$ cat src/rtl/fetch_stage.sv
// fetch_stage: instruction-fetch stage of the 5-stage MIPS pipeline.
// Owns the PC, drives a variable-latency instruction-memory handshake, holds a
// fetched instruction across hazard stalls and discards fetches made stale by
// branch/jump redirects from decode.
//
// Memory handshake: imem_req is the request valid, imem_addr its payload. Once
// imem_req is high, imem_addr is held stable until a cycle in which imem_ready
// is high; that cycle transfers imem_rdata and completes the request. imem_req
// only falls without imem_ready when rst abandons an outstanding request.
module fetch_stage #(
    parameter int                ADDR_W   = 32,
    parameter logic [ADDR_W-1:0] RESET_PC = '0
) (
    input  logic              CLK,
    input  logic              rst,
    input  logic              StallF,
    input  logic              PCSrcD,
    input  logic [ADDR_W-1:0] PCBranchD,
    input  logic              JumpD,
    input  logic [ADDR_W-1:0] PCJumpD,
    output logic              imem_req,
    output logic [ADDR_W-1:0] imem_addr,
    input  logic              imem_ready,
    input  logic [31:0]       imem_rdata,
    output logic [31:0]       RDF,
    output logic [ADDR_W-1:0] PCPlus4F,
    output logic [ADDR_W-1:0] PCF,
    output logic              FetchBusyF,
    output logic [1:0]        dbg_state
);

    // FETCH: request outstanding at PCF
    // DROP : response still owed for a stale address; discard it, then redirect
    // HOLD : instruction captured during a stall; no request outstanding
    typedef enum logic [1:0] {
        FETCH = 2'd0,
        DROP  = 2'd1,
        HOLD  = 2'd2
    } state_t;

    state_t            state_q, state_d;
    logic [ADDR_W-1:0] pc_q, pc_d;
    logic [31:0]       hold_q, hold_d;
    logic [ADDR_W-1:0] tgt_q, tgt_d;

    logic              redirect;
    logic [ADDR_W-1:0] sel_target;

    assign PCF       = pc_q;
    assign PCPlus4F  = pc_q + ADDR_W'(4);
    assign imem_addr = pc_q;
    assign dbg_state = state_q;

    // Redirects are only honoured while fetch is not stalled; decode re-presents
    // them once the stall drops. Jump takes priority over branch.
    assign redirect   = (JumpD | PCSrcD) & ~StallF;
    assign sel_target = JumpD ? PCJumpD : PCBranchD;

    // State, PC, hold buffer and latched redirect target registers
    always_ff @(posedge CLK or posedge rst) begin
        if (rst) begin
            state_q <= FETCH;
            pc_q    <= RESET_PC;
            hold_q  <= '0;
            tgt_q   <= '0;
        end else begin
            state_q <= state_d;
            pc_q    <= pc_d;
            hold_q  <= hold_d;
            tgt_q   <= tgt_d;
        end
    end

    // Next-state, next-PC and output decode
    always_comb begin
        state_d    = state_q;
        pc_d       = pc_q;
        hold_d     = hold_q;
        tgt_d      = tgt_q;
        imem_req   = 1'b0;
        RDF        = 32'h0;
        FetchBusyF = 1'b1;

        case (state_q)
            FETCH: begin
                imem_req = 1'b1;
                if (imem_ready) begin
                    if (redirect) begin
                        // Fetched word belongs to the wrong path: drop it
                        pc_d = sel_target;
                    end else if (StallF) begin
                        // Valid instruction, but decode cannot take a new one
                        // yet: park it and stop requesting
                        RDF        = imem_rdata;
                        FetchBusyF = 1'b0;
                        hold_d     = imem_rdata;
                        state_d    = HOLD;
                    end else begin
                        RDF        = imem_rdata;
                        FetchBusyF = 1'b0;
                        pc_d       = PCPlus4F;
                    end
                end else if (redirect) begin
                    // Cannot retract the request; remember where to go
                    tgt_d   = sel_target;
                    state_d = DROP;
                end
            end

            DROP: begin
                imem_req = 1'b1;
                if (redirect) begin
                    tgt_d = sel_target;
                end
                if (imem_ready) begin
                    pc_d    = redirect ? sel_target : tgt_q;
                    state_d = FETCH;
                end
            end

            HOLD: begin
                RDF        = hold_q;
                FetchBusyF = 1'b0;
                if (!StallF) begin
                    state_d = FETCH;
                    if (redirect) begin
                        pc_d   = sel_target;
                        hold_d = 32'h0;
                    end else begin
                        pc_d = PCPlus4F;
                    end
                end
            end

            default: begin
                state_d = FETCH;
            end
        endcase

        // No request and no instruction while reset is asserted
        if (rst) begin
            imem_req   = 1'b0;
            RDF        = 32'h0;
            FetchBusyF = 1'b1;
        end
    end

endmodule
$ cat config.mk
export PLATFORM = sky130hd
export DESIGN_NAME = fetch_stage
export DESIGN_NICKNAME = d
export VERILOG_FILES = /design/src/rtl/fetch_stage.sv
export SDC_FILE = /design/constraint.sdc
export NUM_CORES = 1
export LEC_CHECK = 0
export BUFFER_PORTS_ARGS = -buffer_cell sky130_fd_sc_hd__buf_2
export CAP_MARGIN = 20
export CELL_PAD_IN_SITES_DETAIL_PLACEMENT = 1
export CELL_PAD_IN_SITES_GLOBAL_PLACEMENT = 1
export CORE_MARGIN = 5
export CORE_UTILIZATION = 33
export CTS_CLUSTER_DIAMETER = 200
export DETAILED_ROUTE_END_ITERATION = 10
export GPL_TIMING_DRIVEN = 0
export PLACE_DENSITY_LB_ADDON = 0.1
export SYNTH_ARGS = -nofsm -noshare
export SYNTH_HDL_FRONTEND = slang
export SYNTH_SLANG_ARGS = --single-unit
export TNS_END_PERCENT = 5
$ cat constraint.sdc
create_clock -name CLK -period 3.7 [get_ports CLK]
set_clock_uncertainty 0.15 [all_clocks]
set_input_delay 0.555 -clock CLK [delete_from_list [all_inputs] [get_ports CLK]]
set_output_delay 0.555 -clock CLK [all_outputs]
set_load 0.005 [all_outputs]
; Yosys cells after proc, flatten, opt, wreduce, memory -nomap -nowiden
; Index checks and enable logic that the tools add are counted.
[totals]
ff_bits = 98
inputBits = 102
out_inout_bits = 132
wordCells = 64
[op_classes]
n_addsub = 1
n_eq_ne = 13
mux = 34
bitwise_logic = 3
n_reduce_logical = 9
[ops]
columns = op, n
row1 = $mux W32, 17
row2 = $pmux W32 S2, 3
row3 = $pmux W32 S3, 1
row4 = $add A32 B3 Y32 const B, 1
row5 = $ne A2 B2 Y1 const B, 7
row6 = $mux W2, 6
row7 = $ne A3 B3 Y1 const B, 4
row8 = $reduce_and A5 Y1, 2
row9 = $pmux W2 S3, 1
row10 = $reduce_and A6 Y1, 1
row11 = $mux W1, 5
row12 = $reduce_bool A2 Y1, 2
row13 = $reduce_bool A3 Y1, 1
row14 = $eq A2 B1 Y1 const B, 1
row15 = $eq A2 B2 Y1 const B, 1
row16 = $logic_not A2 Y1, 1
row17 = $pmux W1 S2, 1
row18 = $reduce_and A2 Y1, 1
row19 = $reduce_or A2 Y1, 1
row20 = $and A1 B1 Y1, 1
row21 = $not A1 Y1, 1
row22 = $or A1 B1 Y1, 1

; Depth between registers and ports, before layout
[depth]
ltp_word = 6
mapped_depth = 7
mapped_depth_nobuf = 5

; Least setup slack after synthesis
; No wires, ideal clock.
[synth_path]
path_kind = input to output
from = input JumpD
to = output RDF[0]
t_arrival_ns = 1.861
t_required_ns = 2.995
setup_slack_ns = 1.134
cell_stages = 6
path_buffers = 2
cell_sequence = clkbuf_1 o21ba_2 nor3b_1 clkbuf_1 a22oi_1 nor2_1
[synth_via]
elab_chain_cells = 6
[synth_lines]
columns = item, line_no
row1 = "start, declared", 19  ; input logic JumpD,
row2 = $or A1 B1 Y1, 56  ; assign redirect = (JumpD | PCSrcD) & ~StallF;
row3 = $and A1 B1 Y1, 56
row4 = $mux W32, 88  ; if (redirect) begin
row5 = $mux W32, 87  ; if (imem_ready) begin
row6 = $pmux W32 S2, 84  ; case (state_q)
row7 = $mux W32, 141  ; if (rst) begin
row8 = "end, declared", 25  ; output logic [31:0] RDF,
; Every way passes these cells.

; Final worst setup path
[layout_path]
from = register pc_q[3], in the netlist PCF[3]
to = output PCPlus4F[28]
[layout_via]
elab_chain_cells = 1
[layout_lines]
columns = item, line_no
row1 = "start, declared", 42  ; logic [ADDR_W-1:0] pc_q, pc_d;
row2 = "start signal, assigned", 68  ; pc_q <= pc_d;
row3 = $add A32 B3 Y32, 50  ; assign PCPlus4F = pc_q + ADDR_W'(4);
row4 = "end, declared", 26  ; output logic [ADDR_W-1:0] PCPlus4F,
; Every way passes these cells.

==> reports/metrics.cfg <==
[power_and_ir_drop]
combPwrFrac_pct=39.0
power_density_nw_per_um2=509.9
internal_power_w=0.002635
power_frac_seq_pct=37.3
p_switching_w=0.001591
p_sw_share_pct=37.64
ir_drop_mv=0.2173
p_clk_share_pct=23.7
power.leakage_nw=3.877

[synth]
yosysTopAreaCellShare_pct=37.98
synthSimpleGateAreaFrac_pct=19.67
yosys_register_bits=98
synth_edf_count=0
synth_compound_area_share_pct=21.26
yosysSeqAreaShare_pct=37.98
synth.avg_cell_area_um2=9.095
async_flop_share_pct=100.0
synth_area_leaders=dfrtp_1 (38%), mux2i_1 (8.2%), a22o_1 (5.0%)
synth_top_family_by_area=compound AO/OA/AOI/OAI gates
synth_top_flop_cell=dfrtp_1
synth_cells=710
synthesis.nets=813
synth-adder-area-share_pct=0.1938
yosys.area.top_type=dfrtp_1
synthMuxAreaShare_pct=8.913
synth_area_um2=6457
synthDistinctLibCells=64
synth_xor_area_share_pct=3.120
ys_warn_count=0

[global_routing]
grt_use_total_pct=22.09
grt_max_degree=65
antenna_found_initial=5
grt_pass1_wl_um=38760
grt_pass1_vias=6846
grt_overflow_total=0

[worst_setup_path]
critical_path_class=reg2out
worst_path_max_delay_cell=nor4_2
crit_chain=ha_1 -> and4_1 -> nand4_1 -> nor4_2 -> xor2_1 -> buf_2
r2r_cells=5
start_kind=flop
crit_buf_inv=1
crit_required_ns=2.99
max_stage_delay_ns=0.57
critPathMaxFanout=8
crit_family=simple AND/OR/NAND/NOR gates
cp.depth=6
end_kind=output pin
cp.arrival_ns=2.83

[placement]
dp_worst_setup_slack_ns=0.3482
io_buffers=231
gp_congestion=0.8423
place_hpwl_um=19080
dpl_cell_area_um2=7975
dp.cells=1207

[sta]
slew_headroom_pct=28.14
fin_setup_tns_ns=0
fin_hold_ws_ns=0.2783
tightest_slew_ns=1.068
finalSetupViolations=0
hold_violations=0
setup_slack_ns=0.1627
min_period_ns=3.537
slew_viol_final=0
rsz0062_at_grt=no
fin_crit_sh_pct=95.60
fmax_mhz=282.7

[final_layout]
fill_cells=2358
nets=1056
area_growth_pct=28.35
stdcell_count=1226
mostFrequentLayoutCells=buf_2 (250), dfrtp_1 (98), nor2_1 (85), mux2i_1 (53)
final_common_cell=buf_2
drive_above_1_share_pct=34.66
fin_area_um2=8288

[routing]
drt_iter0_markers=358
via_per_inst=5.361
ant_nets=0
wl_per_cell_um=20.40
via_count=6573
finalWirelength_um=25010
drcViolationCount=0
first_pass_iters=4

[floorplanning]
core-area_um2=19330
fp.dieW_um=149.9
ioPinCount=234
dieArea_um2=22470
die_y_um=149.9
initial_core_util_pct=33.40
rows=51

[clock_network]
clock-root-buffer=clkbuf_16
clock_latency_ns=0.36
cts_tree=done
cts_buffer_depth=2
path_clk_slew_ns=0.08
clock-sinks=98
cts_buffers=9
cts_max_level=3

[run_status]
status=finished, final reports clean

[flow_run]
cap_violations=0

[min_path]
hold_path_class=in2reg
min_path_cells=2

==> per-layer routing <==
metal	vias to the layer above	routed length, µm	global-route usage, %
li1	3080	-	-
met1	3251	11000	29.46
met2	212	11930	36.07
met3	24	1737	5.663
met4	6	297	5.078
met5	-	41	0
==> per-stage QoR <==
step | utilization (%) | power (W)
3_3_place_gp | 41.09 | 0.003220
2_1_floorplan | - | 0.002531
3_5_place_dp | 41.25 | 0.003257
4_1_cts | 42.83 | 0.004266
5_1_grt | 42.85 | 0.004483
6_report | 42.87 | 0.004226
==> power by group through the flow <==
stage          Sequential, W  Combinational [W]  Clock [W]
2_1_floorplan        0.00153            0.00100          0
3_3_place_gp         0.00159            0.00163          0
3_5_place_dp         0.00159            0.00167          0
4_1_cts              0.00158            0.00167    0.00102
5_1_grt              0.00162            0.00181    0.00105
6_report             0.00158            0.00165    0.00100
==> cells by family after synthesis <==
group,Yosys count
XOR/XNOR,23
flip-flops,98
buffers and inverters,111
adder cells (fa/ha/maj),1
multiplexers,57
AO/OA/AOI/OAI,190
AND/OR/NAND/NOR,230
==> final timing paths <==
check / startpoint / endpoint / slack, ns
max: PCF[3]$_DFFE_PP0P_ / PCPlus4F[28] / 0.16
min: imem_rdata[12] / hold_q[12]$_DFFE_PP0P_ / 0.28
max reg2reg: PCF[2]$_DFFE_PP0P_ / PCF[27]$_DFFE_PP0P_ / 0.95
min reg2reg: tgt_q[18]$_DFFE_PP0P_ / tgt_q[18]$_DFFE_PP0P_ / 0.35
max in group asynchronous: rst / PCF[31]$_DFFE_PP0P_ / 2.17
min in group asynchronous: rst / hold_q[27]$_DFFE_PP0P_ / 0.53
==> cells in the mapped netlist, types with 5 or more instances <==
| master | number |
|---|---|
| clkbuf_1 | 42 |
| xor2_1 | 8 |
| o311ai_0 | 9 |
| nor2_1 | 85 |
| o211ai_1 | 6 |
| a21oi_1 | 42 |
| buf_4 | 35 |
| a211oi_1 | 8 |
| nand2_1 | 26 |
| nor3_1 | 10 |
| inv_1 | 12 |
| o221ai_1 | 6 |
| xnor2_1 | 15 |
| nand4_1 | 19 |
| a22o_1 | 37 |
| nor4_1 | 8 |
| nand3b_1 | 14 |
| mux2i_1 | 53 |
| nand3_1 | 18 |
| buf_2 | 19 |
| and3_1 | 5 |
| o21ai_0 | 17 |
| or2_2 | 10 |
| dfrtp_1 | 98 |
| a22oi_1 | 32 |
==> layout make-up <==
cell class | count | area (µm²) | area share, %
multi-input combinational | 501 | 3438 | 41.49
sequential | 98 | 2452 | 29.59
timing repair buffer | 232 | 1184 | 14.28
buffer | 99 | 528.0 | 6.371
tap | 265 | 331.6 | 4.001
clock buffer | 9 | 225.2 | 2.717
clock inverter | 7 | 73.82 | 0.8907
inverter | 12 | 47.55 | 0.5737
antenna | 3 | 7.507 | 0.09058
==> timing repair <==
action | in CTS | in global routing
hold buffers | 0 | 0
cloned | 0 | 0
buffers inserted | 0 | 0
endpoints found under the setup margin | 1 | 1
pin swaps | 0 | 1
resized for setup | 1 | 0
==> state kept, by name, indices dropped and copies added, names as in the netlist <==
register / count
PCF: 32
hold_q: 32
tgt_q: 32
dbg_state: 2
(Power assumes the default switching activity.)
